--- config.mk ---
export PLATFORM = sky130hd
export DESIGN_NAME = compare_win_flat
export DESIGN_NICKNAME = d
export VERILOG_FILES = /design/src/rtl/compare_win_if.sv /design/src/rtl/compare_win.sv /design/src/flat_wrapper.sv
export SDC_FILE = /design/constraint.sdc
export NUM_CORES = 1
export LEC_CHECK = 0
export ABC_AREA = 1
export CAP_MARGIN = 5
export CORE_ASPECT_RATIO = 1.75
export CORE_MARGIN = 2
export CORE_UTILIZATION = 32
export CTS_CLUSTER_DIAMETER = 60
export DETAILED_ROUTE_END_ITERATION = 7
export GPL_ROUTABILITY_DRIVEN = 0
export SLEW_MARGIN = 20
export SYNTH_ARGS = -nofsm -noshare
export SYNTH_HDL_FRONTEND = slang
export SYNTH_SLANG_ARGS = --single-unit
--- constraint.sdc ---
create_clock -name clk -period 2.35 [get_ports clk]
set_input_delay 0.705 -clock clk [delete_from_list [all_inputs] [get_ports clk]]
set_output_delay 0.705 -clock clk [all_outputs]
set_load 0.02 [all_outputs]
--- src/rtl/compare_win_if.sv ---
// Bus bundle for compare_win: config write port, sample input and
// filtered result / edge-event outputs.
interface compare_win_if #(
  parameter int WIDTH = 8
);
  logic             set;
  logic [1:0]       set_sel;
  logic [WIDTH-1:0] cmp_static;
  logic [WIDTH-1:0] cmp;
  logic             out;
  logic             evt_rise;
  logic             evt_fall;

  modport master (
    output set, set_sel, cmp_static, cmp,
    input  out, evt_rise, evt_fall
  );

  modport slave (
    input  set, set_sel, cmp_static, cmp,
    output out, evt_rise, evt_fall
  );
endinterface

--- src/rtl/compare_win.sv ---
// Programmable comparator (less / geq / window / hysteresis) with a
// consecutive-sample debounce filter and one-cycle edge event pulses.
module compare_win #(
  parameter int WIDTH = 8,
  parameter int FILT  = 4
) (
  input  logic         clk,
  input  logic         nRst,
  compare_win_if.slave bus
);
  localparam int            CW      = $clog2(FILT) + 1;
  localparam logic [CW-1:0] CNT_MAX = CW'(FILT - 1);

  localparam logic [1:0] M_LESS = 2'd0;
  localparam logic [1:0] M_GEQ  = 2'd1;
  localparam logic [1:0] M_WIN  = 2'd2;

  logic [WIDTH-1:0] r_lo;
  logic [WIDTH-1:0] r_hi;
  logic [1:0]       r_mode;
  logic             r_raw_q;
  logic [CW-1:0]    r_cnt;
  logic             r_out;
  logic             r_evt_rise;
  logic             r_evt_fall;

  logic w_raw;
  logic w_wr;
  logic w_clr;

  // Config writes (lo/hi/mode) and soft clear share the strobe; sel 3 is clear.
  assign w_wr  = bus.set && (bus.set_sel != 2'd3);
  assign w_clr = bus.set && (bus.set_sel == 2'd3);

  // Unfiltered comparison against the current thresholds; hysteresis
  // holds the present output while the sample sits between lo and hi.
  always_comb begin
    w_raw = 1'b0;
    case (r_mode)
      M_LESS:  w_raw = (bus.cmp < r_lo);
      M_GEQ:   w_raw = (bus.cmp >= r_lo);
      M_WIN:   w_raw = (r_lo <= r_hi) && (bus.cmp >= r_lo) && (bus.cmp <= r_hi);
      default: begin
        if (bus.cmp >= r_hi)     w_raw = 1'b1;
        else if (bus.cmp < r_lo) w_raw = 1'b0;
        else                     w_raw = r_out;
      end
    endcase
  end

  // Config registers, sample register and debounce filter; a write or
  // clear restarts the count and takes precedence over the filter.
  always_ff @(posedge clk or negedge nRst) begin
    if (!nRst) begin
      r_lo       <= '0;
      r_hi       <= '1;
      r_mode     <= M_LESS;
      r_raw_q    <= 1'b0;
      r_cnt      <= '0;
      r_out      <= 1'b0;
      r_evt_rise <= 1'b0;
      r_evt_fall <= 1'b0;
    end else begin
      r_raw_q    <= w_raw;
      r_evt_rise <= 1'b0;
      r_evt_fall <= 1'b0;
      if (w_wr) begin
        case (bus.set_sel)
          2'd0:    r_lo   <= bus.cmp_static;
          2'd1:    r_hi   <= bus.cmp_static;
          default: r_mode <= bus.cmp_static[1:0];
        endcase
        r_cnt <= '0;
      end else if (w_clr) begin
        r_out <= 1'b0;
        r_cnt <= '0;
      end else if (r_raw_q == r_out) begin
        r_cnt <= '0;
      end else if (r_cnt >= CNT_MAX) begin
        // Saturating compare keeps cnt from ever passing FILT-1.
        r_out      <= r_raw_q;
        r_cnt      <= '0;
        r_evt_rise <= r_raw_q;
        r_evt_fall <= ~r_raw_q;
      end else begin
        r_cnt <= r_cnt + 1'b1;
      end
    end
  end

  assign bus.out      = r_out;
  assign bus.evt_rise = r_evt_rise;
  assign bus.evt_fall = r_evt_fall;
endmodule

--- src/flat_wrapper.sv ---
// flat-port wrapper written by rule: the top's interface ports become plain ports
module compare_win_flat 
#(
  parameter int WIDTH = 8,
  parameter int FILT  = 4
)
  (clk, nRst, bus_set, bus_set_sel, bus_cmp_static, bus_cmp, bus_out, bus_evt_rise, bus_evt_fall);
  compare_win_if #(.WIDTH(WIDTH)) bus_i ();
  input  logic clk;
  input  logic nRst;
  input wire logic [$bits(bus_i.set)-1:0] bus_set;
  input wire logic [$bits(bus_i.set_sel)-1:0] bus_set_sel;
  input wire logic [$bits(bus_i.cmp_static)-1:0] bus_cmp_static;
  input wire logic [$bits(bus_i.cmp)-1:0] bus_cmp;
  output wire logic [$bits(bus_i.out)-1:0] bus_out;
  output wire logic [$bits(bus_i.evt_rise)-1:0] bus_evt_rise;
  output wire logic [$bits(bus_i.evt_fall)-1:0] bus_evt_fall;
  assign bus_i.set = bus_set;
  assign bus_i.set_sel = bus_set_sel;
  assign bus_i.cmp_static = bus_cmp_static;
  assign bus_i.cmp = bus_cmp;
  assign bus_out = bus_i.out;
  assign bus_evt_rise = bus_i.evt_rise;
  assign bus_evt_fall = bus_i.evt_fall;
  compare_win #(.WIDTH(WIDTH), .FILT(FILT)) u_core (.clk(clk), .nRst(nRst), .bus(bus_i));
endmodule
==> flow_results.org, run 1 <==
** Status
- Outcome :: finished, violations left
- The checks that failed: design-rule violations.

** Die
- FP Rows :: 34
- Initial Utilization :: 33.37%
- Measured along the y axis, the die boundary spans between 90 and 100 um.
- 24 I/O pins were placed.
- From left edge to right edge, the die measures between 50 and 60 um.
- Area of the die :: 0.005853 sq mm
- Core ar. :: 0.005020 sq mm

** Critical path
- The critical path in this run is classified as input pin to flop.
- The largest single stage delay on the critical path is approximately 0.44 ns.
- CP max FO :: 3
- Cell repeated most along the worst path :: nand2_1
- STA classifies the critical path startpoint as an input pin.
- Sum of buffers and inverters on the critical path :: 1
- At the worst endpoint, the arrival time is about 2.2 ns.
- The worst setup path is captured at a flop.
- The slowest stage of the critical path belongs to the cell clkdlybuf4s50_1.
- Cell breakdown of the critical path :: clkdlybuf4s50_1, ha_1, a21o_1, nor2_1, nand2_1, nand2_1, nand2_1, nand2_1, nand3_1
- Cell family with most CP delay :: simple AND/OR/NAND/NOR gates
- Worst path required time :: around 2.5 ns

** Detailed routing
- Wires add up to approximately 3.2 mm.
- In the routed design, unresolved DRC markers number 1.
- After the first detailed-routing iteration, the DRC count stood at 19.
- Using the TritonRoute via totals, the vias-per-cell ratio works out to around 4.6.
- The final route contains roughly 1400 vias.
- Post-detailed-route count of antenna-violating nets :: 0
- WL per Instance :: approximately 11 um
- The first detailed-routing pass ran for 6 iterations.

** Clock network
- Clk pin slew, worst setup/hold paths :: 0.09 ns
- Setup fix buffers added after clock tree synthesis :: 0
- Counting along the longest clock path gives a buffer depth of 2.
- CTS tree :: built
- In this run, post-CTS repair resized a total of 0 instances.
- Clock tree synthesis selected as its root buffer the cell clkbuf_8.
- Number of H-tree levels :: 1
- Clock latency of the later-clocked register in the worst-skew pair :: about 0.27 ns
- The number of clock buffers added by TritonCTS is 3.
- The tree built by TritonCTS fans out to 25 sinks.
- Buffers inserted to repair hold after CTS numbered 0.

** Flow run
- Across the run, the number of max-cap violations was 0.

** Synth
- Portion of the post-synthesis area used by sequential elements :: between 30% and 40%
- Area leader, netlist :: dfrtp_1
- Total nets after synthesis :: ~270
- Fraction of post-synthesis cell area in the top cell type by area :: between 20% and 30%
- Sorting the synthesized cells by area gives the leading types as dfrtp_1 (25%), ha_1 (19%), nand2_1 (14%), dfstp_2 (13%), inv_1 (11%).
- Gate count of the mapped netlist :: between 200 and 250
- The cell area that synthesis handed to floorplanning was roughly 0.0017 sq mm.
- The Yosys step of the flow raised 0 warnings.
- Ranked by instance count, the synthesized netlist is headed by nand2_1 (61), inv_1 (48), ha_1 (26).
- The average instance in the mapped netlist occupies ~7.6 sq um.
- Most numerous cell in the Yosys netlist :: nand2_1
- Yosys mapped a number of flops with a built-in enable equal to 0.
- Asr flop ratio synth :: 100.0%
- Count of distinct cell types in the synthesized netlist :: 16
- Post-synth top flop :: dfrtp_1
- Post-synthesis register bit count :: 25

** Power
- Total chip power :: about 1.3 mW
- Summed over all nets, the switching power comes to 0.4301 mW.
- The worst-case IR drop observed on VDD is between 0.3 and 0.4 mV.
- Proportion of total power due to net switching :: 34.19%
- For this design the ratio of total power to cell area is about 620 mW/mm^2.
- Clk network pwr share :: around a fifth
- For this design the static power due to leakage is between 1 and 1.5 nW.
- Sequential fraction of design power :: ~45%
- Cell internal power dissipation :: slightly above 0.8 mW
- Combinational cells account for roughly a third of the total power.

** Cells and area
- Post-layout net count :: a little under 300
- 0 antenna diodes ended up in the layout.
- Cells with a size suffix above 1 make up 6.855% of the layout.
- Compared with the post-synthesis result, the final layout area differs by 21.28%.
- The filler cells instantiated in the layout total 541.
- Across the whole layout, storage elements account for ~640 sq um.
- Summing all multi-input logic gate instances after layout gives between 800 and 900 sq um.

** Timing
- Maximum clock frequency :: roughly 490 MHz
- Worst clock skew :: ~0.008 ns
- Setup repair after global routing missed its margin :: false
- Post-route fraction of the period consumed by the critical path :: between 80% and 90%
- The hold violation count in the final report is 0.
- Fin. max-slew vios :: 0
- Worst slew margin relative to its limit :: around four fifths
- Setup violation total in the final timing report :: 0
- Setup TNS :: 0 ns
- Worst-Margin Slew :: 0.3198 ns
- Final period demand of the worst path :: approximately 2.0 ns

** Placement
- In this run the tool buffered the top-level ports with 23 buffer cells.
- Total half-perimeter wirelength after legalization and detailed placement :: 2.676 mm

** Global routing
- Summed over all layers, the global routing overflow is 0.
- Number of global-route vias before repair :: ~1400
- For this run, the total global-route usage over all layers was measured as 12.27%.
- The initial antenna violation count was 0.
- First-pass GRT wire length :: 5.609 mm
- Largest net degree at the start of global routing :: 26

** Worst hold path
- Classification of the worst-slack hold path :: flop to flop
[sequential cells by signal, indices dropped and copies added (netlist names)]
name,cells
u_core.bus.evt_fall,1
u_core.bus.evt_rise,1
u_core.bus.out,1
u_core.r_cnt,3
u_core.r_hi,8
u_core.r_lo,8
u_core.r_mode,2
u_core.r_raw_q,1
[per-stage QoR]
stage	setup WS (ns)	cells	hold slack, ns	cell area, sq um	utilization [%]
5_1_grt	0.2130	302	0.5049	2032	40.48
4_1_cts	0.3096	302	0.4745	2032	40.48
2_1_floorplan	0.6246	220	0.4094	1675	-
6_report	0.3249	302	0.4665	2032	40.48
3_3_place_gp	0.06339	298	0.4608	1986	39.56
3_5_place_dp	0.02846	298	0.4633	1986	39.56
[placed cells by master, fill, tap and decap left out]
cell type | synthesis | final
a21o_1 | 3 | 3
a21oi_1 | 8 | 8
buf_4 | 0 | 3
clkbuf_8 | 0 | 3
clkdlybuf4s50_1 | 0 | 23
clkinv_2 | 0 | 1
dfrtp_1 | 17 | 17
dfstp_2 | 8 | 8
ha_1 | 26 | 26
inv_1 | 48 | 48
nand2_1 | 61 | 61
nand3_1 | 6 | 6
nand4_1 | 4 | 4
nor2_1 | 11 | 11
nor2_2 | 1 | 1
nor3_1 | 4 | 4
o21ai_0 | 19 | 19
or2_2 | 1 | 1
xor2_1 | 1 | 1
[area by class of cell]
class	instances	share of cell area (%)
clock inverters	1	0.2463
multi-input cells	145	41.81
inverters	48	8.867
well taps	54	3.325
flip-flops and latches	25	31.28
clock buffers	3	2.032
repair buffers	26	12.44
[power by group through the flow]
stage / clock network [mW] / logic [mW] / registers, mW
finish: 0.252 / 0.439 / 0.567
global route: 0.284 / 0.520 / 0.579
CTS: 0.258 / 0.452 / 0.569
detailed placement: 0 / 0.449 / 0.576
global placement: 0 / 0.441 / 0.573
floorplan: 0 / 0.310 / 0.565
[final timing paths]
| kind | cells past startpoint | slack [ns] | from | endpoint |
|---|---|---|---|---|
| setup / recovery | 9 | 0.32 | bus_cmp[7] | u_core.r_raw_q$_DFF_PN0_ |
| hold / removal | 1 | 0.47 | u_core.r_cnt[0]$_DFF_PN0_ | u_core.r_cnt[0]$_DFF_PN0_ |
| setup reg to reg | 10 | 0.70 | u_core.r_hi[5]$_DFFE_PN1P_ | u_core.r_raw_q$_DFF_PN0_ |
| hold reg to reg | 1 | 0.47 | u_core.r_cnt[0]$_DFF_PN0_ | u_core.r_cnt[0]$_DFF_PN0_ |
| max in group asynchronous | 2 | 1.26 | nRst | u_core.r_hi[0]$_DFFE_PN1P_ |
| min in group asynchronous | 2 | 0.79 | nRst | u_core.r_mode[1]$_DFFE_PN0P_ |
[cell families after synthesis]
family,Yosys count,share of synthesized area (%)
AOI/OAI and AO/OA,30,9.410
xor gates and xnor gates,1,0.5229
adders and majority gates,26,19.42
buffers and inverters,50,11.35
DFF,25,37.94
and+or+nand+nor,88,21.36
[per-layer routing]
| metal | up-vias | part of all wire [%] | GRT usage (%) |
|---|---|---|---|
| li1 | 742 | - | - |
| met1 | 633 | 42 | 13.88 |
| met2 | 21 | 52 | 22.21 |
| met3 | 7 | 2.6 | 1.170 |
| met4 | 0 | 2.6 | 5.944 |
| met5 | - | 0 | 0 |
Power figures use the tool's default switching activity.
==> inputs of run 2 (changes only) <==
--- a/config.mk
+++ b/config.mk
@@ -13,7 +13,6 @@
 export CTS_CLUSTER_DIAMETER = 60
 export DETAILED_ROUTE_END_ITERATION = 7
 export GPL_ROUTABILITY_DRIVEN = 0
-export SLEW_MARGIN = 20
 export SYNTH_ARGS = -nofsm -noshare
 export SYNTH_HDL_FRONTEND = slang
 export SYNTH_SLANG_ARGS = --single-unit
==> results of run 2 <==
No change in the layout: final DEF, timing and power equal those of run 1.
